==> config.mk <==
export PLATFORM = sky130hd
export DESIGN_NAME = vga_scan_ctrl
export DESIGN_NICKNAME = d
export VERILOG_FILES = /design/src/rtl/vga_timing_pkg.sv /design/src/rtl/vga_delay_line.sv /design/src/rtl/vga_scan_ctrl.sv
export SDC_FILE = /design/constraint.sdc
export NUM_CORES = 1
export LEC_CHECK = 0
export ABC_CLOCK_PERIOD_IN_PS = 2300
export CAP_MARGIN = 30
export CELL_PAD_IN_SITES_DETAIL_PLACEMENT = 0
export CELL_PAD_IN_SITES_GLOBAL_PLACEMENT = 2
export CORE_MARGIN = 2
export CORE_UTILIZATION = 25
export CTS_CLUSTER_DIAMETER = 30
export DETAILED_ROUTE_END_ITERATION = 8
export PLACE_DENSITY_LB_ADDON = 0.1
export SYNTH_ARGS = -nofsm -noshare
export SYNTH_HDL_FRONTEND = slang
export SYNTH_SLANG_ARGS = --single-unit
==> constraint.sdc <==
create_clock -name clk -period 2.3 [get_ports clk]
set_input_delay 0.23 -clock clk [delete_from_list [all_inputs] [get_ports clk]]
set_output_delay 0.23 -clock clk [all_outputs]
set_load 0.01 [all_outputs]
==> src/rtl/vga_timing_pkg.sv <==
// -----------------------------------------------------------------------------
// vga_timing_pkg
// Shared timing constants and types for the VGA scan controller.
//   - Default 640x480@60 timing (pixels / lines), with line and frame totals
//   - rgb_t: packed 24-bit colour, red in the top byte
//   - Default background colour for active pixels with no renderer hit
// -----------------------------------------------------------------------------
package vga_timing_pkg;

    // Counter width used for Q_X/Q_Y; wide enough for both 800 and 525.
    localparam int CNT_W = 10;

    localparam int DEF_H_ACTIVE = 640;
    localparam int DEF_H_FP     = 16;
    localparam int DEF_H_SYNC   = 96;
    localparam int DEF_H_BP     = 48;
    localparam int DEF_V_ACTIVE = 480;
    localparam int DEF_V_FP     = 10;
    localparam int DEF_V_SYNC   = 2;
    localparam int DEF_V_BP     = 33;

    localparam int DEF_H_TOT = DEF_H_ACTIVE + DEF_H_FP + DEF_H_SYNC + DEF_H_BP;
    localparam int DEF_V_TOT = DEF_V_ACTIVE + DEF_V_FP + DEF_V_SYNC + DEF_V_BP;

    typedef struct packed {
        logic [7:0] r;
        logic [7:0] g;
        logic [7:0] b;
    } rgb_t;

    localparam rgb_t DEF_BG_COLOR = 24'h000040;

endpackage

==> src/rtl/vga_delay_line.sv <==
// -----------------------------------------------------------------------------
// vga_delay_line
// D-stage shift register advanced only when en is high. D=0 degenerates to a
// plain wire so a zero-latency renderer adds no register stage.
// Ports:
//   clk    in   system clock
//   rst_n  in   synchronous active-low reset (stages load RST_VAL)
//   en     in   advance enable (pixel clock enable)
//   din    in   W-bit input
//   dout   out  W-bit input delayed by D enabled cycles
// -----------------------------------------------------------------------------
module vga_delay_line #(
    parameter int           W       = 1,
    parameter int           D       = 0,
    parameter logic [W-1:0] RST_VAL = '0
) (
    input  logic         clk,
    input  logic         rst_n,
    input  logic         en,
    input  logic [W-1:0] din,
    output logic [W-1:0] dout
);

    generate
        if (D == 0) begin : g_wire
            // Clock, reset and enable are not needed when there is no stage.
            logic unused_ctrl;
            assign unused_ctrl = &{1'b0, clk, rst_n, en};
            assign dout = din;
        end else begin : g_pipe
            logic [W-1:0] stage [D];

            // NOTE: every stage is reset, not just the output, so no stale
            // sync/active value from before reset can ever reach the pins.
            always_ff @(posedge clk) begin
                if (!rst_n) begin
                    for (int i = 0; i < D; i++) stage[i] <= RST_VAL;
                end else if (en) begin
                    stage[0] <= din;
                    for (int i = 1; i < D; i++) stage[i] <= stage[i-1];
                end
            end

            assign dout = stage[D-1];
        end
    endgenerate

endmodule

==> src/rtl/vga_scan_ctrl.sv <==
// -----------------------------------------------------------------------------
// vga_scan_ctrl
// VGA timing generator and registered pixel output stage. Drives the current
// scan position to the renderers and registers their colour response together
// with sync/blank, all delayed by the same PIPE_LAT+1 pixel ticks.
// Ports:
//   clk          in   system clock
//   rst_n        in   synchronous active-low reset
//   pix_ce       in   pixel clock enable, one clk pulse per pixel
//   Q_X, Q_Y     out  horizontal / vertical counters to the renderer
//   R, G, B      in   renderer colour (valid PIPE_LAT ticks after Q_X/Q_Y)
//   visible      in   renderer hit flag (ignored outside the active area)
//   vga_r/g/b    out  registered colour to the DAC
//   vga_hs/vs    out  registered syncs, active low
//   vga_blank_n  out  high while an active-area pixel is on the pins
//   frame_start  out  one-clk pulse after the counters wrap to (0,0)
// -----------------------------------------------------------------------------
module vga_scan_ctrl
    import vga_timing_pkg::*;
#(
    parameter int   H_ACTIVE = DEF_H_ACTIVE,
    parameter int   H_FP     = DEF_H_FP,
    parameter int   H_SYNC   = DEF_H_SYNC,
    parameter int   H_BP     = DEF_H_BP,
    parameter int   V_ACTIVE = DEF_V_ACTIVE,
    parameter int   V_FP     = DEF_V_FP,
    parameter int   V_SYNC   = DEF_V_SYNC,
    parameter int   V_BP     = DEF_V_BP,
    parameter int   PIPE_LAT = 0,
    parameter rgb_t BG_COLOR = DEF_BG_COLOR
) (
    input  logic             clk,
    input  logic             rst_n,
    input  logic             pix_ce,
    output logic [CNT_W-1:0] Q_X,
    output logic [CNT_W-1:0] Q_Y,
    input  logic [7:0]       R,
    input  logic [7:0]       G,
    input  logic [7:0]       B,
    input  logic             visible,
    output logic [7:0]       vga_r,
    output logic [7:0]       vga_g,
    output logic [7:0]       vga_b,
    output logic             vga_hs,
    output logic             vga_vs,
    output logic             vga_blank_n,
    output logic             frame_start
);

    localparam int H_TOT = H_ACTIVE + H_FP + H_SYNC + H_BP;
    localparam int V_TOT = V_ACTIVE + V_FP + V_SYNC + V_BP;

    localparam logic [CNT_W-1:0] H_LAST   = CNT_W'(H_TOT - 1);
    localparam logic [CNT_W-1:0] V_LAST   = CNT_W'(V_TOT - 1);
    localparam logic [CNT_W-1:0] H_ACT    = CNT_W'(H_ACTIVE);
    localparam logic [CNT_W-1:0] V_ACT    = CNT_W'(V_ACTIVE);
    localparam logic [CNT_W-1:0] HS_FIRST = CNT_W'(H_ACTIVE + H_FP);
    localparam logic [CNT_W-1:0] HS_LAST  = CNT_W'(H_ACTIVE + H_FP + H_SYNC - 1);
    localparam logic [CNT_W-1:0] VS_FIRST = CNT_W'(V_ACTIVE + V_FP);
    localparam logic [CNT_W-1:0] VS_LAST  = CNT_W'(V_ACTIVE + V_FP + V_SYNC - 1);

    logic [CNT_W-1:0] h_cnt;
    logic [CNT_W-1:0] v_cnt;
    logic             h_wrap;
    logic             v_wrap;

    assign h_wrap = (h_cnt == H_LAST);
    assign v_wrap = (v_cnt == V_LAST);

    // NOTE: state registers use non-blocking assignments so every flop samples
    // the pre-edge values of the others, independent of statement order.
    always_ff @(posedge clk) begin
        if (!rst_n) begin
            h_cnt <= '0;
            v_cnt <= '0;
        end else if (pix_ce) begin
            if (h_wrap) begin
                h_cnt <= '0;
                v_cnt <= v_wrap ? '0 : v_cnt + CNT_W'(1);
            end else begin
                h_cnt <= h_cnt + CNT_W'(1);
            end
        end
    end

    assign Q_X = h_cnt;
    assign Q_Y = v_cnt;

    // Position decode for the current counter value.
    logic active;
    logic hs_raw;
    logic vs_raw;

    assign active = (h_cnt < H_ACT) && (v_cnt < V_ACT);
    assign hs_raw = !((h_cnt >= HS_FIRST) && (h_cnt <= HS_LAST));
    assign vs_raw = !((v_cnt >= VS_FIRST) && (v_cnt <= VS_LAST));

    // Delay decode by the renderer latency so it lines up with R/G/B/visible.
    // Reset value is "inactive, syncs high".
    logic d_active;
    logic d_hs;
    logic d_vs;

    vga_delay_line #(
        .W       (3),
        .D       (PIPE_LAT),
        .RST_VAL (3'b011)
    ) u_align (
        .clk   (clk),
        .rst_n (rst_n),
        .en    (pix_ce),
        .din   ({active, hs_raw, vs_raw}),
        .dout  ({d_active, d_hs, d_vs})
    );

    // NOTE: the default assignment first keeps this combinational block free
    // of inferred latches on any path through the ifs.
    rgb_t pix_rgb;
    always_comb begin
        pix_rgb = '0;
        if (d_active) begin
            pix_rgb = visible ? rgb_t'{r: R, g: G, b: B} : BG_COLOR;
        end
    end

    rgb_t out_rgb;
    always_ff @(posedge clk) begin
        if (!rst_n) begin
            out_rgb     <= '0;
            vga_hs      <= 1'b1;
            vga_vs      <= 1'b1;
            vga_blank_n <= 1'b0;
        end else if (pix_ce) begin
            out_rgb     <= pix_rgb;
            vga_hs      <= d_hs;
            vga_vs      <= d_vs;
            vga_blank_n <= d_active;
        end
    end

    assign vga_r = out_rgb.r;
    assign vga_g = out_rgb.g;
    assign vga_b = out_rgb.b;

    // Updated every clk (not gated by pix_ce) so the pulse is exactly one clk
    // wide. Only a real wrap sets it, so the (0,0) after reset never does.
    always_ff @(posedge clk) begin
        if (!rst_n) begin
            frame_start <= 1'b0;
        end else begin
            frame_start <= pix_ce && h_wrap && v_wrap;
        end
    end

endmodule
== After elaboration in Yosys (flattened, before gate mapping) ==
Cells that the tools add are included.
Word-level totals
  word-level logic and storage cells: 31
  output and inout bits: 48
  bits in read-only memories: 0
  bits in writable memories: 0
  bits in latches: 0
  register bits after elaboration: 48
  memories: 0
  bits of input ports: 28
Cells by class
  div/mod/pow operators: 0
  muxes and demuxes: 4
  reduce and logical (&&, ||, !) cells: 8
  $lt $le $gt $ge: 6
  equality and inequality tests: 2
  add/sub/neg operators: 2
  multiply operators: 0
  shifts and indexed selects: 0
  bitwise operators: 0
Operators by type and width (number)
  $mux W24: 2
  $add A10 B1 Y10 const B: 2
  $eq A10 B10 Y1 const B: 2
  $mux W10: 2
  $ge A10 B10 Y1 const B: 1
  $ge A10 B9 Y1 const B: 1
  $le A10 B10 Y1 const B: 1
  $le A10 B9 Y1 const B: 1
  $lt A10 B10 Y1 const B: 1
  $lt A10 B9 Y1 const B: 1
  $logic_and A1 B1 Y1: 5
  $logic_not A1 Y1: 2
  $reduce_and A2 Y1: 1

== Longest topological paths before layout ==
  depth in word-level cells: 3
  mapped depth: 7
  depth with buffers taken out: 6

== Cells and area by module ==
Synthesis repeated with hierarchy kept, for this count alone.
Second synthesis, totals
  cells, all modules: 245
  area, all modules: 2093.3 sq um
Modules (own cells, without submodules)
  vga_scan_ctrl: area an instance 2070.7 sq um, times used 1, cells each 242, sequential area each 960.9 sq um
  vga_delay_line: area an instance 22.5 sq um, times used 1, cells each 3, sequential area each 0.0 sq um

== Worst setup path after synthesis ==
OpenSTA, ideal clock, no wires.
  path kind: reg-to-reg
  start: register h_cnt[0] (netlist: Q_X[0])
  end: register v_cnt[9] (netlist: Q_Y[9])
  slack: 0.529 ns
  data arrival time: 1.704 ns
  required time: 2.233 ns
  cell stages (with the launch flop): 7
  path buffers: 1
  setup time: 0.067 ns
  path through: dfxtp_1 > ha_1 > and4_1 > buf_4 > nand4_4 > or4_4 > a21oi_2
On the way
  cells in the longest elaborated chain, start to end: 2
Ends and longest elaborated chain
  start: declaration: line vga_scan_ctrl.sv:62  | logic [CNT_W-1:0] h_cnt;
  start signal: assignment: line vga_scan_ctrl.sv:81  | h_cnt <= h_cnt + CNT_W'(1);
  $eq A10 B10 Y1: line vga_scan_ctrl.sv:67  | assign h_wrap = (h_cnt == H_LAST);
  $reduce_and A2 Y1 (no source line)
  end signal: assignment: line vga_scan_ctrl.sv:79  | v_cnt <= v_wrap ? '0 : v_cnt + CNT_W'(1);
  end: declaration: line vga_scan_ctrl.sv:63  | logic [CNT_W-1:0] v_cnt;
No other way between the ends.
A chain may end at the register's enable or synchronous reset.

== Final worst setup path ==
  start: register h_cnt[0] (netlist: Q_X[0])
  end: register v_cnt[3] (netlist: Q_Y[3])
Same word-level chain as after synthesis.

==> metrics.txt <==
Main synth FF type=dfxtp_1; CTS sink count=between 40 and 50; Antenna Cells=0; Routed Antenna Nets=0; count of cell types in the netlist=43; DRC Markers=0; Hold/Removal Path Class=reg2reg; buffer count from post-CTS setup fixing=0; total length of routed wires=roughly 5.2 mm; Layout area overhead=49.0%; FMAX=just over 0.5 GHz; Peak VDD IR=216 uV; Fin Clk Skew=0.0145 ns; NumNets Final=slightly above 300; slowest stage cell, crit path=dfxtp_1; CP Class=reg2reg; initial antenna violation count=0; sequential area share after synthesis=0.488; routed vias/inst=approximately 4.5; worst skew pair latency=around 0.31 ns; Synth Warn #=0; CTS Hold Bufs=0; area of the multi-input gates=roughly 900 um^2; outcome=complete, no violations; Clock Tree Buf Depth=2; CTS Buf Count=5; Final Setup Violations=0; cells along the critical path=ha_1, and4_1, nand4_2, buf_4, or3_1, a21oi_1; Final Wtd Congestion=approximately 0.70; leakage power=roughly 1.1 nW; CTS clk-pin slew, worst paths=0.09 ns; Total Routing Usage GR=0.122; CP required=2.54 ns; number of flops mapped to enable cells by yosys=0; FFs w/ async S/R, synth=0; Reg area=around 960 um^2; root buffer cell=clkbuf_8; PortBufs=75; Startpoint Class=flop; CP max FO=9; post-cts resize count=0; largest net degree at the start of global routing=24; commonest non-fill, non-tap cell in the layout=clkdlybuf4s50_1; Final HPWL DP=roughly 3.7 mm; H-tree depth=2; worst hold margin=slightly below 0.5 ns; Syn Nets=~220; Post-Syn Instances=192; die height=between 90 and 100 um; crit end category=flop; gr ovfl total=0; syn avg cell area=between 10 and 15 um^2; Die X-Extent=slightly above 90 um; via count=1681; RSZ-0062 raised after global routing=false; CP delay by family, top=simple AND/OR/NAND/NOR gates; Arrival @ worst endpoint=around 2.2 ns; CTS tree=yes; vias in the first global route=1631; Hold Violations, Final=0; CP max stage delay=0.44 ns; Mapped Area=approximately 0.0020 mm^2; # rows=32; CORE AREA=between 0.007 and 0.008 mm^2; 1st-pass router iterations=4; DR WL/cell=about 14 um; Starting Density=0.256; Max Cap Viol=0; PwrDens=about 570 mW/mm^2; period utilization=0.853; setup TNS=0 ns; max-slew violations=0; CP bufs+invs=1; global-route wire length before repair=around 8.3 mm; Die ar.=0.00861 mm^2; most frequent cells in the layout=clkdlybuf4s50_1 (75), dfxtp_1 (48), a22o_1 (23); DR iter-0 viols=47; share of cells above drive strength 1=0.0849; Fill cells=approximately 800; minimum clock period=1.96 ns; Seq cells post-synth=between 40 and 50; Slew headroom=0.459; actual slew at the worst max-slew pin=slightly above 0.8 ns; I/O pin cnt=76
path summary, 6_finish.rpt:
path / from / to / slack [ns] / depth (start not counted)
max reg2reg: Q_X[0]$_SDFFE_PN0P_ / Q_Y[3]$_SDFFE_PN0P_ / 0.34 / 6
max: Q_X[0]$_SDFFE_PN0P_ / Q_Y[3]$_SDFFE_PN0P_ / 0.34 / 6
min: vga_b[1]$_SDFFE_PN0P_ / vga_b[1]$_SDFFE_PN0P_ / 0.48 / 1
min reg2reg: vga_b[1]$_SDFFE_PN0P_ / vga_b[1]$_SDFFE_PN0P_ / 0.48 / 1
stage by stage:
stage | instance area [um^2] | power, W | cells | util | setup slack [ns]
after global placement | 2820 | 0.00106 | 365 | 0.367 | 0.197
after global routing | 2940 | 0.00175 | 373 | 0.382 | 0.118
after detailed placement | 2820 | 0.00106 | 365 | 0.367 | 0.169
final | 2940 | 0.00167 | 373 | 0.382 | 0.339
after floorplan | 1970 | 0.000948 | 192 | - | 0.529
after CTS | 2940 | 0.00170 | 373 | 0.382 | 0.308
layout make-up:
class                           instances  share of cell area
Sequential cell                        48               0.327
Multi-Input combinational cell        126               0.306
Timing Repair Buffer                   83               0.276
Tap cell                              102              0.0435
Clock buffer                            5              0.0234
Clock inverter                          3              0.0162
Inverter                                6             0.00767
cells in the mapped netlist (all sizes together), types with 2 or more instances:
master	number	area, um^2
dfxtp	48	961
a22o	23	201
nor2	12	45.0
nand3	10	50.1
buf	9	77.6
a21oi	8	43.8
o21ai	8	43.8
nand4	7	65.1
xnor2	7	61.3
inv	6	22.5
nand2	5	18.8
or3	5	31.3
and2	4	25.0
ha	4	50.1
nor3	4	20.0
and3	3	20.0
clkbuf	3	11.3
o31ai	3	22.5
or4	3	26.3
xor2	3	26.3
mux2i	2	20.0
nand2b	2	12.5
nor2b	2	12.5
power by group:
group | total, W | switching (W) | internal (W)
clock | 0.000631 | 0.000303 | 0.000328
combinational | 0.000166 | 0.0000608 | 0.000105
sequential | 0.000869 | 0.0000153 | 0.000853
flip-flops by register name, indices dropped and copies added, names as in the netlist:
register,cells
Q_Y,10
vga_blank_n,1
frame_start,1
vga_g,8
Q_X,10
vga_r,8
vga_b,8
vga_hs,1
vga_vs,1
routing by layer:
metal	routed length, um	GRT usage	vias up
met5	0	0	-
met4	42	0.0331	0
met3	292	0.0342	5
met2	2420	0.197	46
met1	2470	0.159	778
li1	-	-	852
kinds of logic after synthesis:
logic type,after synthesis,share of synthesized area
AO/OA/AOI/OAI,46,0.175
XOR/XNOR,10,0.0444
adder cells (fa/ha/maj),4,0.0254
buffers and inverters,18,0.0565
flip-flops,48,0.488
multiplexers,2,0.0102
AND/OR/NAND/NOR,64,0.201
Power figures use the tool's default switching activity.
